`src/rtl/csr_exec_if.sv`:
```
`default_nettype none
// ============================================================================
//  Module      : csr_exec_if
//  Description : Bundle of dispatch, common-data-bus, flush and result
//                signals between the CSR execution unit and its environment.
//                master : drives dispatch / CDB / flush, receives results
//                slave  : the CSR execution unit itself
//  Revision    : 1.0 - initial release
// ============================================================================
interface csr_exec_if;

    // Dispatch channel
    logic        dispatch_valid;
    logic        dispatch_ready;
    logic [1:0]  dispatch_op;
    logic [11:0] dispatch_csr_addr;
    logic [31:0] dispatch_csr_old;
    logic        dispatch_rs1_ready;
    logic [5:0]  dispatch_rs1_tag;
    logic [31:0] dispatch_rs1_value;
    logic [5:0]  dispatch_rd_tag;

    // Common data bus broadcast
    logic        cdb_valid;
    logic [5:0]  cdb_tag;
    logic [31:0] cdb_value;

    // Exception kill
    logic        flush;

    // CSR register-file write request
    logic        CSR_done;
    logic [31:0] CSR_Result;
    logic [11:0] RS_CSR_Address;

    // Old CSR value written back to rd
    logic        rd_valid;
    logic [5:0]  rd_tag;
    logic [31:0] rd_value;

    // Buffer fill level
    logic [2:0]  occupancy;

    modport master (
        output dispatch_valid, dispatch_op, dispatch_csr_addr, dispatch_csr_old,
               dispatch_rs1_ready, dispatch_rs1_tag, dispatch_rs1_value,
               dispatch_rd_tag, cdb_valid, cdb_tag, cdb_value, flush,
        input  dispatch_ready, CSR_done, CSR_Result, RS_CSR_Address,
               rd_valid, rd_tag, rd_value, occupancy
    );

    modport slave (
        input  dispatch_valid, dispatch_op, dispatch_csr_addr, dispatch_csr_old,
               dispatch_rs1_ready, dispatch_rs1_tag, dispatch_rs1_value,
               dispatch_rd_tag, cdb_valid, cdb_tag, cdb_value, flush,
        output dispatch_ready, CSR_done, CSR_Result, RS_CSR_Address,
               rd_valid, rd_tag, rd_value, occupancy
    );

endinterface
`default_nettype wire

```
`src/rtl/csr_exec_unit.sv`:
```
`default_nettype none
// ============================================================================
//  Module      : csr_exec_unit
//  Description : In-order CSR execution buffer. Four-entry circular FIFO of
//                dispatched CSR instructions; entries wait for their rs1
//                operand on the CDB, the head entry issues once ready and
//                its result / old value are presented one cycle later.
//  Ports       : clk   - clock, all state on rising edge
//                reset - synchronous, active-high
//                bus   - csr_exec_if.slave (dispatch, CDB, flush, results,
//                        occupancy)
//  Options     : CSR_EXEC_FWD_EN - when defined, an issuing result is
//                forwarded into the old value of younger same-address
//                entries (and a same-cycle dispatch to that address).
//  Revision    : 1.0 - initial release
// ============================================================================
module csr_exec_unit (
    input  wire        clk,
    input  wire        reset,
    csr_exec_if.slave  bus
);

    localparam int         c_DEPTH = 4;
    localparam logic [1:0] c_OP_RO = 2'b00;
    localparam logic [1:0] c_OP_RW = 2'b01;
    localparam logic [1:0] c_OP_RS = 2'b10;
    localparam logic [1:0] c_OP_RC = 2'b11;

    // Entry control state
    logic [c_DEPTH-1:0] r_vld;
    logic [c_DEPTH-1:0] r_rdy;
    logic [1:0]         r_head;
    logic [1:0]         r_tail;
    logic [2:0]         r_count;

    // Entry payload
    logic [1:0]  r_op      [c_DEPTH];
    logic [11:0] r_addr    [c_DEPTH];
    logic [31:0] r_old     [c_DEPTH];
    logic [5:0]  r_src_tag [c_DEPTH];
    logic [31:0] r_src     [c_DEPTH];
    logic [5:0]  r_rd_tag  [c_DEPTH];

    // Registered outputs
    logic        r_done;
    logic [31:0] r_result;
    logic [11:0] r_res_addr;
    logic [5:0]  r_out_tag;
    logic [31:0] r_out_old;

    logic        w_ready;
    logic        w_alloc;
    logic        w_issue;
    logic [31:0] w_result;
    logic        w_new_rdy;
    logic [31:0] w_new_src;
    logic [31:0] w_new_old;

    // Full buffer refuses dispatch even if the head leaves this cycle.
    assign w_ready = (r_count < 3'd4);
    assign w_alloc = bus.dispatch_valid && w_ready && !bus.flush;
    assign w_issue = r_vld[r_head] && r_rdy[r_head] && !bus.flush;

    always_comb begin
        w_result = r_old[r_head];
        case (r_op[r_head])
            c_OP_RW: w_result = r_src[r_head];
            c_OP_RS: w_result = r_old[r_head] | r_src[r_head];
            c_OP_RC: w_result = r_old[r_head] & ~r_src[r_head];
            c_OP_RO: w_result = r_old[r_head];
            default: w_result = r_old[r_head];
        endcase
    end

    // A dispatching entry whose operand is broadcast in the same cycle
    // enters the buffer already awake.
    always_comb begin
        w_new_rdy = bus.dispatch_rs1_ready;
        w_new_src = bus.dispatch_rs1_value;
        if (!bus.dispatch_rs1_ready && bus.cdb_valid &&
            (bus.cdb_tag == bus.dispatch_rs1_tag)) begin
            w_new_rdy = 1'b1;
            w_new_src = bus.cdb_value;
        end
    end

`ifdef CSR_EXEC_FWD_EN
    assign w_new_old = (w_issue && (bus.dispatch_csr_addr == r_addr[r_head])) ?
                       w_result : bus.dispatch_csr_old;
`else
    assign w_new_old = bus.dispatch_csr_old;
`endif

    // Control state: reset dominates flush, flush dominates everything else.
    always_ff @(posedge clk) begin
        if (reset || bus.flush) begin
            r_vld   <= '0;
            r_rdy   <= '0;
            r_head  <= 2'd0;
            r_tail  <= 2'd0;
            r_count <= 3'd0;
        end else begin
            for (int i = 0; i < c_DEPTH; i++) begin
                if (r_vld[i] && !r_rdy[i] && bus.cdb_valid &&
                    (bus.cdb_tag == r_src_tag[i])) begin
                    r_rdy[i] <= 1'b1;
                end
            end
            if (w_issue) begin
                r_vld[r_head] <= 1'b0;
                r_head        <= r_head + 2'd1;
            end
            // The tail slot is never valid while allocating, so this cannot
            // collide with the head clear above.
            if (w_alloc) begin
                r_vld[r_tail] <= 1'b1;
                r_rdy[r_tail] <= w_new_rdy;
                r_tail        <= r_tail + 2'd1;
            end
            case ({w_alloc, w_issue})
                2'b10:   r_count <= r_count + 3'd1;
                2'b01:   r_count <= r_count - 3'd1;
                default: r_count <= r_count;
            endcase
        end
    end

    // Payload carries no reset: contents of invalid slots are never used.
    always_ff @(posedge clk) begin
        for (int i = 0; i < c_DEPTH; i++) begin
            if (r_vld[i] && !r_rdy[i] && bus.cdb_valid &&
                (bus.cdb_tag == r_src_tag[i])) begin
                r_src[i] <= bus.cdb_value;
            end
`ifdef CSR_EXEC_FWD_EN
            // Every other valid entry is younger than the head.
            if (w_issue && r_vld[i] && (2'(i) != r_head) &&
                (r_addr[i] == r_addr[r_head])) begin
                r_old[i] <= w_result;
            end
`endif
        end
        if (w_alloc) begin
            r_op[r_tail]      <= bus.dispatch_op;
            r_addr[r_tail]    <= bus.dispatch_csr_addr;
            r_old[r_tail]     <= w_new_old;
            r_src_tag[r_tail] <= bus.dispatch_rs1_tag;
            r_src[r_tail]     <= w_new_src;
            r_rd_tag[r_tail]  <= bus.dispatch_rd_tag;
        end
    end

    // Result stage: done is a one-cycle pulse, data holds between issues.
    always_ff @(posedge clk) begin
        if (reset) begin
            r_done     <= 1'b0;
            r_result   <= '0;
            r_res_addr <= '0;
            r_out_tag  <= '0;
            r_out_old  <= '0;
        end else begin
            r_done <= w_issue;
            if (w_issue) begin
                r_result   <= w_result;
                r_res_addr <= r_addr[r_head];
                r_out_tag  <= r_rd_tag[r_head];
                r_out_old  <= r_old[r_head];
            end
        end
    end

    assign bus.dispatch_ready = w_ready;
    assign bus.occupancy      = r_count;
    assign bus.CSR_done       = r_done;
    assign bus.CSR_Result     = r_result;
    assign bus.RS_CSR_Address = r_res_addr;
    assign bus.rd_valid       = r_done;
    assign bus.rd_tag         = r_out_tag;
    assign bus.rd_value       = r_out_old;

endmodule
`default_nettype wire

```
`src/flat_wrapper.sv`:
```
// flat-port wrapper written by rule: the top's interface ports become plain ports
module csr_exec_unit_flat 
  (clk, reset, bus_dispatch_valid, bus_dispatch_op, bus_dispatch_csr_addr, bus_dispatch_csr_old, bus_dispatch_rs1_ready, bus_dispatch_rs1_tag, bus_dispatch_rs1_value, bus_dispatch_rd_tag, bus_cdb_valid, bus_cdb_tag, bus_cdb_value, bus_flush, bus_dispatch_ready, bus_CSR_done, bus_CSR_Result, bus_RS_CSR_Address, bus_rd_valid, bus_rd_tag, bus_rd_value, bus_occupancy);
  csr_exec_if bus_i ();
  input  wire clk;
  input  wire reset;
  input wire logic [$bits(bus_i.dispatch_valid)-1:0] bus_dispatch_valid;
  input wire logic [$bits(bus_i.dispatch_op)-1:0] bus_dispatch_op;
  input wire logic [$bits(bus_i.dispatch_csr_addr)-1:0] bus_dispatch_csr_addr;
  input wire logic [$bits(bus_i.dispatch_csr_old)-1:0] bus_dispatch_csr_old;
  input wire logic [$bits(bus_i.dispatch_rs1_ready)-1:0] bus_dispatch_rs1_ready;
  input wire logic [$bits(bus_i.dispatch_rs1_tag)-1:0] bus_dispatch_rs1_tag;
  input wire logic [$bits(bus_i.dispatch_rs1_value)-1:0] bus_dispatch_rs1_value;
  input wire logic [$bits(bus_i.dispatch_rd_tag)-1:0] bus_dispatch_rd_tag;
  input wire logic [$bits(bus_i.cdb_valid)-1:0] bus_cdb_valid;
  input wire logic [$bits(bus_i.cdb_tag)-1:0] bus_cdb_tag;
  input wire logic [$bits(bus_i.cdb_value)-1:0] bus_cdb_value;
  input wire logic [$bits(bus_i.flush)-1:0] bus_flush;
  output wire logic [$bits(bus_i.dispatch_ready)-1:0] bus_dispatch_ready;
  output wire logic [$bits(bus_i.CSR_done)-1:0] bus_CSR_done;
  output wire logic [$bits(bus_i.CSR_Result)-1:0] bus_CSR_Result;
  output wire logic [$bits(bus_i.RS_CSR_Address)-1:0] bus_RS_CSR_Address;
  output wire logic [$bits(bus_i.rd_valid)-1:0] bus_rd_valid;
  output wire logic [$bits(bus_i.rd_tag)-1:0] bus_rd_tag;
  output wire logic [$bits(bus_i.rd_value)-1:0] bus_rd_value;
  output wire logic [$bits(bus_i.occupancy)-1:0] bus_occupancy;
  assign bus_i.dispatch_valid = bus_dispatch_valid;
  assign bus_i.dispatch_op = bus_dispatch_op;
  assign bus_i.dispatch_csr_addr = bus_dispatch_csr_addr;
  assign bus_i.dispatch_csr_old = bus_dispatch_csr_old;
  assign bus_i.dispatch_rs1_ready = bus_dispatch_rs1_ready;
  assign bus_i.dispatch_rs1_tag = bus_dispatch_rs1_tag;
  assign bus_i.dispatch_rs1_value = bus_dispatch_rs1_value;
  assign bus_i.dispatch_rd_tag = bus_dispatch_rd_tag;
  assign bus_i.cdb_valid = bus_cdb_valid;
  assign bus_i.cdb_tag = bus_cdb_tag;
  assign bus_i.cdb_value = bus_cdb_value;
  assign bus_i.flush = bus_flush;
  assign bus_dispatch_ready = bus_i.dispatch_ready;
  assign bus_CSR_done = bus_i.CSR_done;
  assign bus_CSR_Result = bus_i.CSR_Result;
  assign bus_RS_CSR_Address = bus_i.RS_CSR_Address;
  assign bus_rd_valid = bus_i.rd_valid;
  assign bus_rd_tag = bus_i.rd_tag;
  assign bus_rd_value = bus_i.rd_value;
  assign bus_occupancy = bus_i.occupancy;
  csr_exec_unit u_core (.clk(clk), .reset(reset), .bus(bus_i));
endmodule
```
`config.mk`:
```
export PLATFORM = sky130hd
export DESIGN_NAME = csr_exec_unit_flat
export DESIGN_NICKNAME = d
export VERILOG_FILES = /design/src/rtl/csr_exec_if.sv /design/src/rtl/csr_exec_unit.sv /design/src/flat_wrapper.sv
export SDC_FILE = /design/constraint.sdc
export NUM_CORES = 1
export LEC_CHECK = 0
export CAP_MARGIN = 10
export CORE_UTILIZATION = 56
export CTS_CLUSTER_SIZE = 24
export DETAILED_ROUTE_END_ITERATION = 7
export PLACE_DENSITY = 0.89
export SYNTH_ARGS = -nofsm -noshare
export SYNTH_HDL_FRONTEND = slang
export SYNTH_SLANG_ARGS = --single-unit
export TNS_END_PERCENT = 1
```
`constraint.sdc`:
```
create_clock -name clk -period 4.7 [get_ports clk]
set_input_delay 0.705 -clock clk [delete_from_list [all_inputs] [get_ports clk]]
set_output_delay 0.705 -clock clk [all_outputs]
set_load 0.03 [all_outputs]
```
==> run metrics <==
status finished, final reports clean; worst path cell trace mux4_2 > buf_4 > or2_1 > o2111ai_1 > o2bb2ai_1; routability congestion estimate 0.842; Slew headroom 18.0%; Worst-Margin Slew 1.23 ns; Syn-to-layout area delta 21.0%; setup slack, reg-to-reg 1.57 ns; CTS tree done; drt via density 6.26; cell area power density 358 nW/um^2; cell area after synthesis 19500 um^2; Crit path depth 5; largest net degree at the start of global routing 66; Starting Density 57.5%; WS Path Type register to register; detailed-route DRC error count 0; setup TNS 0 ns; GRT busiest layer met2; post-place setup slack 1.13 ns; most frequent cells in the layout edfxtp_1 (360), clkdlybuf4s50_1 (220), mux2_2 (129); 1st-pass router iterations 6; met2 usage 43.7%; Root Buffer clkbuf_16; Final Hold Fails 0; post-cts hold buffer count 0; worst skew pair latency 0.54 ns; Die Width 189 um; Final nets 1562; Max VDD drop 0.267 mV; grt met1 use 35.0%; WL final 46800 um; full die area 35500 um^2; RSZ-0062 raised after global routing false; CP arrival 3.59 ns; IO Count 222; Routed Antenna Nets 0; layout cell share with drive strength beyond 1 24.5%; Req. time, crit path 5.16 ns; reg2reg path depth 5; synthesized flop and latch total 460; core area 33900 um^2; H-tree Lvls 2; Bufs on Longest Clock Path 3; clk slew on worst S/H paths 0.06 ns; Final Non-Filler Cells 1906; minimum clock period 3.13 ns; first-pass GRT wire length 70600 um; Ys Warns 0; post-placement cell count 1818; commonest non-fill, non-tap cell in the layout edfxtp_1; worst-path fanout max 33; total track usage 26.4%; worst path bufs/invs 1; hold depth 1; Final Max Tran Viols 0; sequential share of the synthesized area 65.8%; post_cts resized 0; clk sinks 460; buffers added on ports 221; initial antenna violation count 5; Synth area leader edfxtp_1; Final Cycle Share 66.5%; nature of the critical path endpoint register; num rows 67; top cells by area, synth edfxtp_1 (55%), dfxtp_1 (10%), mux4_2 (9.7%); Final Skew 0.0126 ns; DR WL/cell 24.6 um; share of the synthesized area in the top cell type 55.5%; Die Ht 189 um; Slowest cell on crit path or2_1; postcts setup bufs 0; Worst setup SP type register; met3 usage in global routing 4.82%; TritonCTS Buffers 46; leakage power 7.48 nW; Max stage delay on crit path 1.01 ns; vias 11.9k; Yosys cell types 43; syn_area_per_cell 16.0 um^2; final setup fails 0; final worst setup slack 1.57 ns; Max Fclk 320 MHz; worst min-delay path category register to register; Cells after Synth 1217; vias in the first global route 12.1k; Max Cap Viol 0; DP Wirelength 29100 um; placed inst area 22100 um^2; Largest delay share family, worst path simple AND/OR/NAND/NOR gates; syn nets 1361; drt initial violations 1329; grt ovf 0; fin area 23600 um^2
[worst paths after layout]
check                            startpoint                         to
setup / recovery                   register  u_core.bus.CSR_Result[28]
hold / removal    u_core.bus.CSR_Result[31]  u_core.bus.CSR_Result[31]
setup reg to reg                   register  u_core.bus.CSR_Result[28]
hold reg to reg   u_core.bus.CSR_Result[31]  u_core.bus.CSR_Result[31]
[report_power, final]
part	internal (mW)	switching, mW	total, mW	leakage, nW
Combinational	0.231	0.249	0.480	2.69
Sequential	4.44	0.0148	4.45	4.08
Clock	2.02	1.49	3.51	0.715
[metrics by stage]
stage / hold slack (ns) / util, % / power (mW)
global route: 0.484 / 69.6 / 8.68
detailed placement: 0.450 / 65.3 / 5.01
global placement: 0.448 / 65.3 / 4.99
finish: 0.468 / 69.6 / 8.45
CTS: 0.470 / 69.6 / 8.48
floorplan: 0.457 / - / 4.78
[area by class of cell]
class	count	area, um^2
well taps	448	561
inverters	21	78.8
fillers	2157	10300
flip-flops and latches	460	12800
clock buffers	64	1320
diodes	3	7.51
clock inverters	21	130
multi-input cells	646	6280
repair buffers	243	2370
[cells in the mapped netlist (all sizes together)]
cell	instances
a211oi	6
a21boi	1
a21oi	60
a31oi	1
and2	1
and3	2
and3b	1
buf	40
clkbuf	50
dfxtp	100
edfxtp	360
fa	1
ha	9
inv	21
mux2	129
mux2i	2
mux4	84
nand2	10
nand3	56
nand3b	3
nand4	3
nor2	39
nor2b	1
nor3	2
nor3b	1
nor4	2
o2111ai	32
o21ai	56
o21ba	1
o2bb2ai	32
o311a	2
o31a	1
o31ai	7
or2	34
or3	2
xnor2	19
xor2	46
[worst register-to-register path: stages, from the launching register on]
cell and delay (ns):
dfxtp_4 0.71, mux4_2 0.35, buf_4 0.48, or2_1 1.02, o2111ai_1 0.28, o2bb2ai_1 0.22
[per-layer routing]
metal / share of wire [%] / up-vias
li1: - / 5164
met1: 38 / 6004
met2: 50 / 663
met3: 9.1 / 91
met4: 3.0 / 2
met5: 0.028 / -
[cells by family after synthesis]
group	synth area share [%]
buffers and inverters	2.61
adder cells (fa/ha/maj)	0.681
flip-flops	65.8
AO/OA/AOI/OAI	6.66
multiplexers	17.3
XOR/XNOR	2.92
AND/OR/NAND/NOR	4.10
[sequential cells by signal, summed over array words and instances (netlist names), 8 cells and up, named ones only]
signal                     cells
u_core.r_old                 128
u_core.r_src                 128
u_core.r_addr                 48
u_core.bus.CSR_Result         32
u_core.bus.rd_value           32
u_core.r_rd_tag               24
u_core.r_src_tag              24
u_core.bus.RS_CSR_Address     12
u_core.r_op                    8
(Power assumes the default switching activity.)
